**config.mk**
```make
export PLATFORM = sky130hd
export DESIGN_NAME = csm_arbiter
export DESIGN_NICKNAME = d
export VERILOG_FILES = /design/src/rtl/csm_pkg.sv /design/src/rtl/csm_port_capture.sv /design/src/rtl/csm_arbiter.sv
export SDC_FILE = /design/constraint.sdc
export NUM_CORES = 1
export LEC_CHECK = 0
export ABC_CLOCK_PERIOD_IN_PS = 3300
export BUFFER_PORTS_ARGS = -buffer_cell sky130_fd_sc_hd__buf_2
export CORE_MARGIN = 2
export CORE_UTILIZATION = 58
export DETAILED_ROUTE_END_ITERATION = 16
export MAX_ROUTING_LAYER = met4
export PLACE_DENSITY = 0.85
export SYNTH_ARGS = -nofsm -noshare
export SYNTH_HDL_FRONTEND = slang
export SYNTH_SLANG_ARGS = --single-unit
export TNS_END_PERCENT = 20
```
**constraint.sdc**
```tcl
create_clock -name clk -period 3.3 [get_ports clk]
set_input_delay 0.495 -clock clk [delete_from_list [all_inputs] [get_ports clk]]
set_output_delay 0.495 -clock clk [all_outputs]
set_load 0.01 [all_outputs]
```
**src/rtl/csm_pkg.sv**
```systemverilog
// Shared types, error codes and op decoding for the CSM bus arbiter.
package csm_pkg;

    typedef enum logic [2:0] {
        OP_READ    = 3'd0,
        OP_WRITE   = 3'd1,
        OP_HOLD    = 3'd2,
        OP_RELEASE = 3'd3,
        OP_BAD     = 3'd4
    } op_t;

    typedef enum logic [1:0] {
        OWN_NONE = 2'd0,
        OWN_A    = 2'd1,
        OWN_B    = 2'd2
    } owner_t;

    typedef enum logic [1:0] {
        ARB_IDLE = 2'd0,
        ARB_EXEC = 2'd1,
        ARB_RD   = 2'd2
    } arb_state_t;

    typedef enum logic [1:0] {
        P_IDLE  = 2'd0,
        P_WDATA = 2'd1,
        P_PEND  = 2'd2
    } port_state_t;

    localparam logic [1:0] ERR_NONE      = 2'b00;
    localparam logic [1:0] ERR_LOCKED    = 2'b01;
    localparam logic [1:0] ERR_NOT_OWNER = 2'b10;
    localparam logic [1:0] ERR_PROTO     = 2'b11;

    // Lock controls take precedence over rw; asserting both is a protocol error.
    function automatic op_t decode_op(input logic rw, input logic hold, input logic rel);
        op_t op;
        if (hold && rel) begin
            op = OP_BAD;
        end else if (hold) begin
            op = OP_HOLD;
        end else if (rel) begin
            op = OP_RELEASE;
        end else if (rw) begin
            op = OP_WRITE;
        end else begin
            op = OP_READ;
        end
        return op;
    endfunction

endpackage

```
**src/rtl/csm_port_capture.sv**
```systemverilog
// Per-processor request capture: latches op/address in the enable cycle and
// write data in the following cycle, then holds the request until serviced.
module csm_port_capture
    import csm_pkg::*;
#(
    parameter int DATABITS = 8
) (
    input  logic                clk,
    input  logic                reset_n,
    input  logic [DATABITS-1:0] in_ad,
    input  logic                rw,
    input  logic                enable,
    input  logic                hold,
    input  logic                rel,
    input  logic                done,
    output logic                ack,
    output logic                pend,
    output op_t                 op,
    output logic [DATABITS-1:0] addr,
    output logic [DATABITS-1:0] wdata
);

    port_state_t state_r;
    port_state_t state_nxt_s;
    op_t         dec_op_s;

    assign dec_op_s = decode_op(rw, hold, rel);
    assign ack      = (state_r == P_IDLE);
    assign pend     = (state_r == P_PEND);

    // Next-state logic; enable is only honoured while idle.
    always_comb begin
        state_nxt_s = state_r;
        case (state_r)
            P_IDLE: begin
                if (enable) begin
                    state_nxt_s = (dec_op_s == OP_WRITE) ? P_WDATA : P_PEND;
                end else begin
                    state_nxt_s = P_IDLE;
                end
            end
            P_WDATA: state_nxt_s = P_PEND;
            P_PEND: begin
                if (done) begin
                    state_nxt_s = P_IDLE;
                end else begin
                    state_nxt_s = P_PEND;
                end
            end
            default: state_nxt_s = P_IDLE;
        endcase
    end

    // State register plus op/address/data latches.
    always_ff @(posedge clk) begin
        if (!reset_n) begin
            state_r <= P_IDLE;
            op      <= OP_READ;
            addr    <= '0;
            wdata   <= '0;
        end else begin
            state_r <= state_nxt_s;
            if (state_r == P_IDLE && enable) begin
                op   <= dec_op_s;
                addr <= in_ad;
            end
            if (state_r == P_WDATA) begin
                wdata <= in_ad;
            end
        end
    end

endmodule

```
**src/rtl/csm_arbiter.sv**
```systemverilog
// Two-processor shared-memory arbiter: round-robin grant, hold/release bus
// lock, registered memory strobes and per-port completion status.
module csm_arbiter
    import csm_pkg::*;
#(
    parameter int DATABITS = 8,
    parameter int ERRBITS  = 2
) (
    input  logic                clk,
    input  logic                reset_n,
    input  logic [DATABITS-1:0] A_in_AD,
    input  logic                A_rw,
    input  logic                A_enable,
    input  logic                A_hold,
    input  logic                A_release,
    output logic                A_ack,
    output logic [ERRBITS-1:0]  A_err,
    output logic [DATABITS-1:0] A_out_data,
    input  logic [DATABITS-1:0] B_in_AD,
    input  logic                B_rw,
    input  logic                B_enable,
    input  logic                B_hold,
    input  logic                B_release,
    output logic                B_ack,
    output logic [ERRBITS-1:0]  B_err,
    output logic [DATABITS-1:0] B_out_data,
    output logic [DATABITS-1:0] mem_addr,
    output logic [DATABITS-1:0] mem_wdata,
    output logic                mem_we,
    output logic                mem_re,
    input  logic [DATABITS-1:0] mem_rdata
);

    logic                a_pend_s, b_pend_s, a_done_s, b_done_s;
    op_t                 a_op_s, b_op_s;
    logic [DATABITS-1:0] a_addr_s, b_addr_s, a_wdata_s, b_wdata_s;

    csm_port_capture #(.DATABITS(DATABITS)) u_port_a (
        .clk     (clk),
        .reset_n (reset_n),
        .in_ad   (A_in_AD),
        .rw      (A_rw),
        .enable  (A_enable),
        .hold    (A_hold),
        .rel     (A_release),
        .done    (a_done_s),
        .ack     (A_ack),
        .pend    (a_pend_s),
        .op      (a_op_s),
        .addr    (a_addr_s),
        .wdata   (a_wdata_s)
    );

    csm_port_capture #(.DATABITS(DATABITS)) u_port_b (
        .clk     (clk),
        .reset_n (reset_n),
        .in_ad   (B_in_AD),
        .rw      (B_rw),
        .enable  (B_enable),
        .hold    (B_hold),
        .rel     (B_release),
        .done    (b_done_s),
        .ack     (B_ack),
        .pend    (b_pend_s),
        .op      (b_op_s),
        .addr    (b_addr_s),
        .wdata   (b_wdata_s)
    );

    arb_state_t          arb_r, arb_nxt_s;
    owner_t              lock_r, lock_nxt_s, self_s;
    logic                prio_b_r, gnt_b_r, contended_r;
    logic                mem_we_r, mem_re_r;
    logic [DATABITS-1:0] mem_addr_r, mem_wdata_r;
    logic [ERRBITS-1:0]  a_err_r, b_err_r;
    logic [DATABITS-1:0] a_out_r, b_out_r;

    logic                any_pend_s, both_pend_s, sel_b_s, cur_b_s, owner_ok_s;
    op_t                 cur_op_s;
    logic [DATABITS-1:0] cur_addr_s, cur_wdata_s;
    logic                issue_we_s, issue_re_s, complete_s, rd_done_s;
    logic [1:0]          err_nxt_s;

    assign any_pend_s  = a_pend_s | b_pend_s;
    assign both_pend_s = a_pend_s & b_pend_s;

    // While idle the candidate is chosen from pending ports; afterwards the grant is held.
    always_comb begin
        sel_b_s     = both_pend_s ? prio_b_r : b_pend_s;
        cur_b_s     = (arb_r == ARB_IDLE) ? sel_b_s : gnt_b_r;
        cur_op_s    = cur_b_s ? b_op_s    : a_op_s;
        cur_addr_s  = cur_b_s ? b_addr_s  : a_addr_s;
        cur_wdata_s = cur_b_s ? b_wdata_s : a_wdata_s;
        self_s      = cur_b_s ? OWN_B     : OWN_A;
        owner_ok_s  = (lock_r == OWN_NONE) || (lock_r == self_s);
    end

    // Arbiter next state; memory strobes are issued on the grant edge so they
    // are visible for exactly the execute cycle.
    always_comb begin
        arb_nxt_s  = arb_r;
        lock_nxt_s = lock_r;
        issue_we_s = 1'b0;
        issue_re_s = 1'b0;
        complete_s = 1'b0;
        rd_done_s  = 1'b0;
        err_nxt_s  = ERR_NONE;
        case (arb_r)
            ARB_IDLE: begin
                if (any_pend_s) begin
                    arb_nxt_s  = ARB_EXEC;
                    issue_re_s = (cur_op_s == OP_READ)  && owner_ok_s;
                    issue_we_s = (cur_op_s == OP_WRITE) && owner_ok_s;
                end else begin
                    arb_nxt_s = ARB_IDLE;
                end
            end
            ARB_EXEC: begin
                complete_s = 1'b1;
                arb_nxt_s  = ARB_IDLE;
                case (cur_op_s)
                    OP_READ: begin
                        if (owner_ok_s) begin
                            complete_s = 1'b0;
                            arb_nxt_s  = ARB_RD;
                        end else begin
                            err_nxt_s = ERR_LOCKED;
                        end
                    end
                    OP_WRITE: begin
                        err_nxt_s = owner_ok_s ? ERR_NONE : ERR_LOCKED;
                    end
                    OP_HOLD: begin
                        if (owner_ok_s) begin
                            lock_nxt_s = self_s;
                        end else begin
                            err_nxt_s = ERR_LOCKED;
                        end
                    end
                    OP_RELEASE: begin
                        if (lock_r == self_s) begin
                            lock_nxt_s = OWN_NONE;
                        end else begin
                            err_nxt_s = ERR_NOT_OWNER;
                        end
                    end
                    default: err_nxt_s = ERR_PROTO;
                endcase
            end
            ARB_RD: begin
                complete_s = 1'b1;
                rd_done_s  = 1'b1;
                arb_nxt_s  = ARB_IDLE;
            end
            default: arb_nxt_s = ARB_IDLE;
        endcase
        a_done_s = complete_s & ~cur_b_s;
        b_done_s = complete_s &  cur_b_s;
    end

    // Arbiter state, lock, memory interface and per-port status registers.
    always_ff @(posedge clk) begin
        if (!reset_n) begin
            arb_r       <= ARB_IDLE;
            lock_r      <= OWN_NONE;
            prio_b_r    <= 1'b0;
            gnt_b_r     <= 1'b0;
            contended_r <= 1'b0;
            mem_we_r    <= 1'b0;
            mem_re_r    <= 1'b0;
            mem_addr_r  <= '0;
            mem_wdata_r <= '0;
            a_err_r     <= ERRBITS'(ERR_NONE);
            b_err_r     <= ERRBITS'(ERR_NONE);
            a_out_r     <= '0;
            b_out_r     <= '0;
        end else begin
            arb_r    <= arb_nxt_s;
            lock_r   <= lock_nxt_s;
            mem_we_r <= issue_we_s;
            mem_re_r <= issue_re_s;
            if (arb_r == ARB_IDLE && any_pend_s) begin
                gnt_b_r     <= sel_b_s;
                contended_r <= both_pend_s;
            end
            if (issue_we_s || issue_re_s) begin
                mem_addr_r <= cur_addr_s;
            end
            if (issue_we_s) begin
                mem_wdata_r <= cur_wdata_s;
            end
            if (a_done_s) begin
                a_err_r <= ERRBITS'(err_nxt_s);
            end
            if (b_done_s) begin
                b_err_r <= ERRBITS'(err_nxt_s);
            end
            if (rd_done_s && !cur_b_s) begin
                a_out_r <= mem_rdata;
            end
            if (rd_done_s && cur_b_s) begin
                b_out_r <= mem_rdata;
            end
            // Only a contested grant moves priority, so an uncontested follow-up keeps it.
            if (complete_s && contended_r) begin
                prio_b_r <= ~gnt_b_r;
            end
        end
    end

    assign A_err      = a_err_r;
    assign B_err      = b_err_r;
    assign A_out_data = a_out_r;
    assign B_out_data = b_out_r;
    assign mem_addr   = mem_addr_r;
    assign mem_wdata  = mem_wdata_r;
    assign mem_we     = mem_we_r;
    assign mem_re     = mem_re_r;

endmodule

```
==> results of run 1 <==
==> layout make-up <==
class | count | area [µm²]
Timing Repair Buffer | 76 | 388
Fill cell | 463 | 1770
Tap cell | 75 | 93.8
Clock buffer | 10 | 128
Multi-Input combinational cell | 287 | 1690
Inverter | 6 | 22.5
Sequential cell | 87 | 1740
Clock inverter | 5 | 82.6
==> worst max-delay path by stage <==
stage                     depth (start not counted)            to     start
final                                             7  mem_wdata[3]  arb_r[0]
after global routing                              7  mem_wdata[1]  arb_r[0]
after CTS                                         7  mem_wdata[3]  arb_r[0]
after detailed placement                          7  mem_wdata[3]  arb_r[0]
after global placement                            7  mem_wdata[6]  arb_r[0]
after floorplan                                   8  mem_wdata[6]  arb_r[0]
==> per-stage QoR <==
| stage | hold slack [ns] | worst slack (ns) | cell area [µm²] | util |
|---|---|---|---|---|
| 6_report | 0.385 | 0.718 | 4150 | 0.700 |
| 5_1_grt | 0.386 | 0.551 | 4150 | 0.700 |
| 4_1_cts | 0.380 | 0.730 | 4150 | 0.700 |
| 3_5_place_dp | 0.446 | 0.730 | 3940 | 0.665 |
| 3_3_place_gp | 0.443 | 0.951 | 3940 | 0.665 |
| 2_1_floorplan | 0.437 | 1.34 | 3570 | - |
==> logic make-up after synthesis <==
kind of cell    after synthesis  synth area share
simple gates                165             0.207
flops                        87             0.488
compound gates               81             0.148
mux                          36             0.102
buf+inv                      30            0.0375
fa+ha+maj                     5            0.0175
==> metal layers <==
metal | track usage | up-vias
met5 | - | -
met4 | 0.107 | 0
met3 | 0.0391 | 11
met2 | 0.374 | 120
met1 | 0.334 | 1421
li1 | - | 1531
==> power by group <==
part	internal, µW	switching (µW)
logic	127	212
clock network	425	371
registers	1100	37.3
total	1660	620
==> worst max-delay path, cell delays in order (launching register included) <==
cell      delay (ns)
dfxtp_1         0.32
inv_1           0.08
ha_1            0.30
nand3b_4        0.13
or4b_4          0.54
a21oi_4         0.62
a21oi_1         0.17
a311oi_1        0.32
==> registers in the layout, indices dropped and copies added (netlist names), 3 cells and up <==
register        flops
u_port_b.addr       8
mem_addr            8
u_port_a.op         3
A_out_data          8
u_port_a.wdata      8
B_out_data          8
u_port_b.op         3
mem_wdata           8
u_port_a.addr       8
u_port_b.wdata      8
==> synthesized netlist by cell type (3+ instances only) <==
library cell / count / share of area
dfxtp_1: 87 / 0.49
nand2_1: 76 / 0.080
a21oi_1: 46 / 0.065
nor2_1: 46 / 0.048
mux2i_1: 33 / 0.093
a311oi_1: 16 / 0.039
clkbuf_1: 16 / 0.017
nand3_1: 11 / 0.015
nor3_1: 8 / 0.011
buf_2: 5 / 0.0070
ha_1: 5 / 0.018
inv_1: 5 / 0.0053
o21ai_0: 5 / 0.0070
and2_1: 4 / 0.0070
and3_1: 4 / 0.0070
or4_1: 4 / 0.0084
a211oi_1: 3 / 0.0063
mux2_2: 3 / 0.0095
nor2b_1: 3 / 0.0053
==> reports/metrics.csv, run 1 <==
stage,metric,value,unit
floorplanning,die_y,82.4,µm
floorplanning,die_width,82.4,µm
logic_synthesis,synth_ff_type,dfxtp_1,
clock_network,cts_sinks,87,
global_route,grt_max_degree,49,
setup_path,start_kind,flop,
global_route,grt_pass1_vias,2664,
global_route,antenna_found_initial,0,
clock_network,htree_levels,3,
global_route,gr-usage-all-layers,0.249,
floorplanning,initial_core_util,0.602,
floorplanning,coreArea,0.00592,mm²
routing,detail-route-antenna-nets,0,
finish,area_delta_synth_final,16.3,%
sta,finalHoldViolations,0,
setup_path,crit_type,flop to flop,
hold_path,hold_start,B_in_AD[3],
global_route,grt_pass1_wl,12400,µm
logic_synthesis,syn_inst,404,
placed_design,portBuffers,73,
finish,drive_gt1_frac,0.212,
status,status,"complete, no violations",
sta,tightest_slew,0.806,ns
hold_path,hold_depth,3,
clock_network,cts_buffers,9,
setup_path,cp-end-kind,flop,
clock_network,cts_resized,0,
placed_design,hpwl,5710,µm
power,leakage,0.00191,µW
power,power.total,2280,µW
sta,period_share,0.782,
sta,finalSetupViolations,0,
setup_path,rrSetupSlack,0.72,ns
logic_synthesis,synth-seq-cells,87,
logic_synthesis,avgSynthCellArea,8.83,µm²
finish,nets,506,
setup_path,arrival,2.84,ns
logic_synthesis,synthDistinctLibCells,39,
routing,drt_pass1_iterations,5,
routing,drc,0,
power,pwr_density_cell,549,mW/mm²
setup_path,r2r-start,arb_r[0],
routing,highest_layer,met4,
sta,rsz0062_at_grt,no,
power,ir_drop,0.375,mV
placed_design,dpl.cell_count,531,
routing,drtIter0Drc,267,
finish,fin_cells,546,
logic_synthesis,synthArstFlopShare,0,
sta,skew,0.0102,ns
routing,wirelength,8060,µm
routing,met2_length,3680,µm
clock_network,clock_path_buffers,2,
clock_network,root_buffer,clkbuf_8,
routing,vias_per_cell,5.65,
sta,max_freq,0.387,GHz
floorplanning,io_pins,74,
clock_network,post_cts_buffers,0,
logic_synthesis,ys_warn_count,0,
setup_path,ff2ff_path_depth,7,
routing,wl_per_cell,14.8,µm
logic_synthesis,mappedNetlistArea,0.00357,mm²
finish,layout_common_cells,"dfxtp_1 (87), nand2_1 (76), buf_2 (73)",
routing,met1_length,3700,µm
floorplanning,fp-row-count,28,
setup_path,cp_max_fo,33,
clock_network,clkSlewWorstSetupHoldPaths,0.09,ns
floorplanning,dieArea,0.00679,mm²
placed_design,gp_congestion,0.820,
routing,num_vias,3083,
logic_synthesis,synth-seq-area-share,0.488,
logic_synthesis,synth-edff-count,0,
finish,antennaDiodeCount,0,
logic_synthesis,synth_fp_nets,443,
hold_path,hp-class,input pin to flop,
sta,min_period,2.58,ns
setup_path,r2r-end,mem_wdata[3],
sta,final.setup.tns,0,ns
run,drv_cap,0,
sta,relSlewSlack,0.457,
clock_network,hold_buffers,0,
hold_path,hold_end,u_port_b.addr[3],
clock_network,cts_tree,done,
setup_path,required,3.56,ns
global_route,grt_overflow_total,0,
sta,slew_viol_final,0,
finish,final_common_cell,dfxtp_1,
clock_network,clock_latency,0.35,ns
routing,routed-wl-met3,588,µm
Note: power is estimated with default switching activity, not from simulation.
==> run 2: changes to the inputs <==
--- a/config.mk
+++ b/config.mk
@@ -5,13 +5,14 @@
 export SDC_FILE = /design/constraint.sdc
 export NUM_CORES = 1
 export LEC_CHECK = 0
-export ABC_CLOCK_PERIOD_IN_PS = 3300
+export ABC_AREA = 1
+export ABC_CLOCK_PERIOD_IN_PS = 2300
 export BUFFER_PORTS_ARGS = -buffer_cell sky130_fd_sc_hd__buf_2
 export CORE_MARGIN = 2
-export CORE_UTILIZATION = 58
+export CORE_UTILIZATION = 49
 export DETAILED_ROUTE_END_ITERATION = 16
 export MAX_ROUTING_LAYER = met4
-export PLACE_DENSITY = 0.85
+export PLACE_DENSITY = 0.76
 export SYNTH_ARGS = -nofsm -noshare
 export SYNTH_HDL_FRONTEND = slang
 export SYNTH_SLANG_ARGS = --single-unit
==> constraint.sdc (replaced) <==
create_clock -name clk -period 2.3 [get_ports clk]
set_input_delay 0.345 -clock clk [delete_from_list [all_inputs] [get_ports clk]]
set_output_delay 0.345 -clock clk [all_outputs]
set_load 0.01 [all_outputs]
==> run 2 against run 1 <==
  * Final area increased by 2.4%
  * Largest power group unchanged
  * Register-to-register slack got worse by 0.55 ns
  * Fmax grew 21%
  * Critical path type unchanged
  * Sequential power is 48% higher
  * Sequential share of layout area fell by 0.97 points
  * Sequential cell count unchanged
  * Die area is 17% higher
  * Clock-buffer cell count grew 2
  * Utilization is 11 points lower
  * Wire length increased by 7.2%
  * Area after synthesis is essentially flat
  * Non-clock buffer count is 8 higher
==> reports/metrics.csv, run 2 <==
stage,metric,value,unit
setup_path,crit_buf_inv,3,
routing,drt_pass1_iterations,4,
logic_synthesis,synthDistinctLibCells,27,
sta,min_period,2.13,ns
global_route,gr-usage-all-layers,0.232,
setup_path,arrival,2.39,ns
clock_network,cts_buffers,9,
setup_path,max_stage_delay,0.34,ns
clock_network,htree_levels,3,
routing,detail-route-antenna-nets,0,
routing,vias_per_cell,4.89,
floorplanning,coreArea,0.00714,mm²
logic_synthesis,synth_top_area_frac,0.488,
floorplanning,initial_core_util,0.500,
logic_synthesis,synthArstFlopShare,0,
clock_network,clock_latency,0.36,ns
clock_network,cts_tree,done,
sta,period_share,0.928,
finish,antennaDiodeCount,0,
routing,drc,0,
logic_synthesis,syn_inst,492,
floorplanning,io_pins,74,
sta,final.setup.worst_slack,0.167,ns
setup_path,start_kind,flop,
hold_path,hp-class,input pin to flop,
routing,wl_per_cell,12.8,µm
setup_path,crit_chain,"inv_1, ha_1, inv_1, nor2_2, nand2_4, nand2_8, nand2_2, nand2_2, or2_4, nor3_4, inv_2, nor2_1, nor2_1",
finish,fin_cells,673,
placed_design,portBuffers,73,
clock_network,cts_sinks,87,
status,status,"complete, no violations",
routing,num_vias,3290,
run,drv_cap,0,
power,pwr_density_cell,780,mW/mm²
logic_synthesis,synth_ff_type,dfxtp_1,
floorplanning,dieArea,0.00798,mm²
clock_network,clock_path_buffers,2,
clock_network,clkSlewWorstSetupHoldPaths,0.08,ns
logic_synthesis,yosysMostFrequentCell,nor2_1,
power,ir_drop,0.365,mV
sta,finalHoldViolations,0,
routing,wirelength,8640,µm
finish,nFillCells,719,
logic_synthesis,synth-edff-count,0,
global_route,grt_overflow_total,0,
sta,slew_viol_final,0,
setup_path,crit_family,simple AND/OR/NAND/NOR gates,
routing,drtIter0Drc,105,
floorplanning,die_width,89.3,µm
placed_design,dpl.cell_count,656,
logic_synthesis,mappedNetlistArea,0.00357,mm²
sta,finalSetupViolations,0,
floorplanning,fp-row-count,31,
finish,seq_area,0.00174,mm²
global_route,grt_pass1_wl,13900,µm
sta,tightest_slew,0.583,ns
finish,multi_input_area,0.00165,mm²
power,leakage,0.00202,µW
floorplanning,die_y,89.3,µm
setup_path,required,2.55,ns
logic_synthesis,yosys.area.top_type,dfxtp_1,
setup_path,crit_type,flop to flop,
finish,area_delta_synth_final,19.0,%
finish,drive_gt1_frac,0.199,
setup_path,cp-end-kind,flop,
finish,nets,608,
global_route,grt_max_degree,48,
sta,max_freq,0.469,GHz
finish,final_common_cell,nor2_1,
logic_synthesis,synthTopCellsByArea,"dfxtp_1 (49%), nor2_1 (14%), nand2_1 (9.7%)",
logic_synthesis,synth_fp_nets,531,
logic_synthesis,synth-seq-cells,87,
sta,relSlewSlack,0.609,
placed_design,hpwl,6340,µm
finish,layout_common_cells,"nor2_1 (130), nand2_1 (92), dfxtp_1 (87)",
logic_synthesis,synth-seq-area-share,0.488,
global_route,antenna_found_initial,0,
logic_synthesis,ys_warn_count,0,
setup_path,cp_max_fo,17,
setup_path,cp_slowest_cell,dfxtp_1,
placed_design,pre_cts_ws,0.112,ns
clock_network,root_buffer,clkbuf_8,
logic_synthesis,yosys-top-cells-count,"nor2_1 (130), nand2_1 (92), dfxtp_1 (87)",
sta,skew,0.00939,ns
placed_design,gp_congestion,0.866,
logic_synthesis,avgSynthCellArea,7.25,µm²
clock_network,hold_buffers,0,
global_route,grt_pass1_vias,2959,
## run 2: worst reg2reg max path: stages (launching register included)
cell and delay (ns):
dfxtp_1 0.34, inv_1 0.07, ha_1 0.21, inv_1 0.10, nor2_2 0.07, nand2_4 0.12
nand2_8 0.12, nand2_2 0.10, nand2_2 0.06, or2_4 0.27, nor3_4 0.28, inv_2 0.13
nor2_1 0.11, nor2_1 0.05
## run 2: cell families after synthesis
kind of cell / share of synthesized area
AND/OR/NAND/NOR: 0.310
adder cells (fa/ha/maj): 0.0175
AO/OA/AOI/OAI: 0.132
flip-flops: 0.488
buffers and inverters: 0.0526
## run 2: worst paths after layout
| path | from | to | slack, ns | depth (start not counted) |
|---|---|---|---|---|
| worst max-delay path | arb_r[0] | mem_wdata[6] | 0.17 | 13 |
| worst max register to register | arb_r[0] | mem_wdata[6] | 0.17 | 13 |
| worst min-delay path | A_in_AD[2] | u_port_a.wdata[2] | 0.23 | 3 |
| worst min register to register | A_out_data[6] | A_out_data[6] | 0.47 | 2 |
## run 2: final cells by class
type,instances,share of cell area
Sequential cell,87,0.410
Multi-Input combinational cell,358,0.389
Timing Repair Buffer,84,0.106
Clock buffer,12,0.0318
Tap cell,99,0.0292
Inverter,29,0.0256
Clock inverter,4,0.00737
## run 2: per-layer routing
metal / GRT usage / vias up / share of wire
li1: - / 1730 / -
met1: 0.319 / 1478 / 0.50
met2: 0.345 / 72 / 0.45
met3: 0.0332 / 10 / 0.038
met4: 0.0855 / 0 / 0.016
met5: - / - / 0
## run 2: per-stage QoR
step | instance area, µm² | total power [µW] | setup TNS (ns) | utilization | hold slack, ns
after CTS | 4220 | 3310 | 0 | 0.591 | 0.227
after detailed placement | 4050 | 2390 | 0 | 0.568 | 0.453
final | 4240 | 3310 | 0 | 0.595 | 0.230
after global placement | 4050 | 2370 | 0 | 0.568 | 0.446
after global routing | 4240 | 3480 | -0.0359 | 0.595 | 0.237
after floorplan | 3570 | 2170 | 0 | - | 0.441
## run 2: timing repair
| action | in CTS | in global routing |
|---|---|---|
| endpoints found under the setup margin | 0 | 13 |
| resized for setup | 0 | 3 |
| setup buffers | 0 | 1 |
## run 2: where the power goes
part	switching, µW	leakage (µW)	total, µW	internal, µW
clock network	546	0.0000732	944	398
logic	437	0.00124	679	242
registers	59.7	0.000709	1690	1630
==> run 3: changes to the inputs <==
--- a/config.mk
+++ b/config.mk
@@ -8,12 +8,15 @@
 export ABC_AREA = 1
 export ABC_CLOCK_PERIOD_IN_PS = 2300
 export BUFFER_PORTS_ARGS = -buffer_cell sky130_fd_sc_hd__buf_2
+export CELL_PAD_IN_SITES_DETAIL_PLACEMENT = 0
+export CELL_PAD_IN_SITES_GLOBAL_PLACEMENT = 1
 export CORE_MARGIN = 2
-export CORE_UTILIZATION = 49
+export CORE_UTILIZATION = 35
 export DETAILED_ROUTE_END_ITERATION = 16
 export MAX_ROUTING_LAYER = met4
 export PLACE_DENSITY = 0.76
 export SYNTH_ARGS = -nofsm -noshare
 export SYNTH_HDL_FRONTEND = slang
+export SYNTH_HIERARCHICAL = 1
 export SYNTH_SLANG_ARGS = --single-unit
 export TNS_END_PERCENT = 20
==> run 3 against run 2 <==
  * Clock skew is 0.0011 ns lower
  * Worst setup slack better by 0.11 ns
  * Clock power is 13% higher
  * Wire length is 4.9% higher
  * Fmax is 5.7% higher
  * Combinational power is 18% lower
  * Critical endpoint is now u_port_a/state_r[1]
==> reports/metrics.csv, run 3 <==
stage,metric,value,unit
clock_network,cts_resized,0,
sta,tightest_slew,0.605,ns
setup_path,crit_type,flop to flop,
routing,drt_pass1_iterations,4,
finish,nets,597,
sta,skew,0.00828,ns
placed_design,hpwl,6710,µm
logic_synthesis,yosys.area.top_type,dfxtp_1,
sta,finalHoldViolations,0,
setup_path,arrival,2.27,ns
clock_network,root_buffer,clkbuf_8,
routing,detail-route-antenna-nets,0,
setup_path,cp_max_fo,7,
sta,final.setup.tns,0,ns
finish,area_delta_synth_final,18.7,%
routing,drc,0,
routing,routed-wl-met3,530,µm
floorplanning,io_pins,74,
setup_path,rrSetupSlack,0.28,ns
logic_synthesis,yosysMostFrequentCell,nor2_1,
routing,highest_layer,met4,
global_route,grt_max_degree,71,
finish,antennaDiodeCount,0,
clock_network,cts_tree,done,
sta,whs,0.227,ns
sta,finalSetupViolations,0,
clock_network,post_cts_buffers,0,
global_route,gr-usage-all-layers,0.170,
finish,drive_gt1_frac,0.231,
global_route,grt_overflow_total,0,
sta,relSlewSlack,0.596,
hold_path,hp-class,input pin to flop,
placed_design,portBuffers,73,
routing,num_vias,3289,
power,pwr_density_cell,762,mW/mm²
floorplanning,initial_core_util,0.357,
clock_network,clkSlewWorstSetupHoldPaths,0.08,ns
sta,min_period,2.02,ns
routing,wirelength,9070,µm
logic_synthesis,synth_top_area_frac,0.477,
routing,drtIter0Drc,117,
setup_path,start_kind,flop,
logic_synthesis,synth-seq-area-share,0.477,
routing,met1_length,3920,µm
global_route,antenna_found_initial,0,
placed_design,gp_congestion,0.846,
floorplanning,fp-row-count,37,
logic_synthesis,ys_warn_count,6,
sta,max_freq,0.495,GHz
clock_network,cts_sinks,87,
power,power.total,3300,µW
placed_design,pre_cts_ws,0.250,ns
setup_path,cp-end-kind,flop,
placed_design,dpl.cell_count,683,
floorplanning,coreArea,0.0102,mm²
logic_synthesis,synthDistinctLibCells,30,
clock_network,cts_buffers,9,
sta,rsz0062_at_grt,no,
power,ir_drop,0.391,mV
floorplanning,dieArea,0.0113,mm²
global_route,grt_pass1_vias,3132,
logic_synthesis,syn_inst,485,
sta,slew_viol_final,0,
routing,wl_per_cell,13.0,µm
clock_network,clock_path_buffers,2,
logic_synthesis,avgSynthCellArea,7.52,µm²
logic_synthesis,synth_fp_nets,524,
finish,fin_cells,699,
logic_synthesis,synthArstFlopShare,0,
logic_synthesis,synth-seq-cells,87,
power,leakage,0.00197,µW
finish,layout_common_cells,"nor2_1 (111), dfxtp_1 (87), nand2_1 (78)",
routing,vias_per_cell,4.71,
clock_network,hold_buffers,0,
sta,final.setup.worst_slack,0.281,ns
status,status,"complete, no violations",
logic_synthesis,synthTopCellsByArea,"dfxtp_1 (48%), nor2_1 (12%), nand2_1 (8.0%)",
logic_synthesis,synth-edff-count,0,
clock_network,clock_latency,0.36,ns
routing,met2_length,4550,µm
global_route,grt_pass1_wl,14600,µm
floorplanning,die_width,106,µm
finish,final_common_cell,nor2_1,
setup_path,required,2.55,ns
logic_synthesis,mappedNetlistArea,0.00365,mm²
run,drv_cap,0,
floorplanning,die_y,106,µm
clock_network,htree_levels,3,
logic_synthesis,synth_ff_type,dfxtp_1,
sta,period_share,0.878,
logic_synthesis,yosys-top-cells-count,"nor2_1 (113), dfxtp_1 (87), nand2_1 (78)",
run 3: routing by layer:
| layer | vias to the layer above | GRT usage |
|---|---|---|
| met3 | 8 | 0.0472 |
| met2 | 87 | 0.298 |
| met4 | 0 | 0.0451 |
| met1 | 1492 | 0.191 |
| met5 | - | - |
| li1 | 1702 | - |
run 3: layout make-up:
class / instances / area (µm²)
fillers: 1093 / 5900
flip-flops and latches: 87 / 1740
multi-input cells: 339 / 1650
repair buffers: 79 / 410
well taps: 136 / 170
inverters: 42 / 159
clock buffers: 12 / 145
clock inverters: 4 / 53.8
run 3: critical path, cell delays in order (launching register included):
cell and delay, ns:
dfxtp_1 0.40, inv_1 0.08, nor2_1 0.16, nand2_1 0.09, inv_2 0.08, nand2_4 0.07, nand2_4 0.11, nand2_2 0.07
nand2_2 0.11, nor2_1 0.06, nand2_2 0.08, nand2_1 0.07, nand2_2 0.09, nand3_2 0.12, inv_1 0.09, inv_1 0.04
nand3_1 0.05, nand2_1 0.05, inv_1 0.05, a21oi_1 0.05
run 3: logic make-up (layout without fill, tap and decap cells):
group / count (synthesis) / after routing / share of synthesized area
AND/OR/NAND/NOR: 245 / 245 / 0.300
buffers and inverters: 59 / 137 / 0.0713
adder cells (fa/ha/maj): 5 / 5 / 0.0171
AO/OA/AOI/OAI: 89 / 89 / 0.134
flip-flops: 87 / 87 / 0.477
run 3: per-stage QoR:
stage | util | instance area, µm²
floorplan | - | 3650
global placement | 0.403 | 4130
detailed placement | 0.403 | 4130
CTS | 0.423 | 4330
global route | 0.423 | 4330
finish | 0.423 | 4330
run 3: final timing paths:
| kind | from | end | cells after the start |
|---|---|---|---|
| setup / recovery | u_port_b/state_r[1] | u_port_a/state_r[1] | 19 |
| setup reg to reg | u_port_b/state_r[1] | u_port_a/state_r[1] | 19 |
| hold / removal | mem_rdata[7] | B_out_data[7] | 3 |
| hold reg to reg | A_out_data[5] | A_out_data[5] | 2 |
run 3: report_power, final:
part           internal [µW]  total, µW  switching [µW]
clock network            536       1070             534
logic                    197        560             363
registers               1610       1670            62.0
total                   2340       3300             959
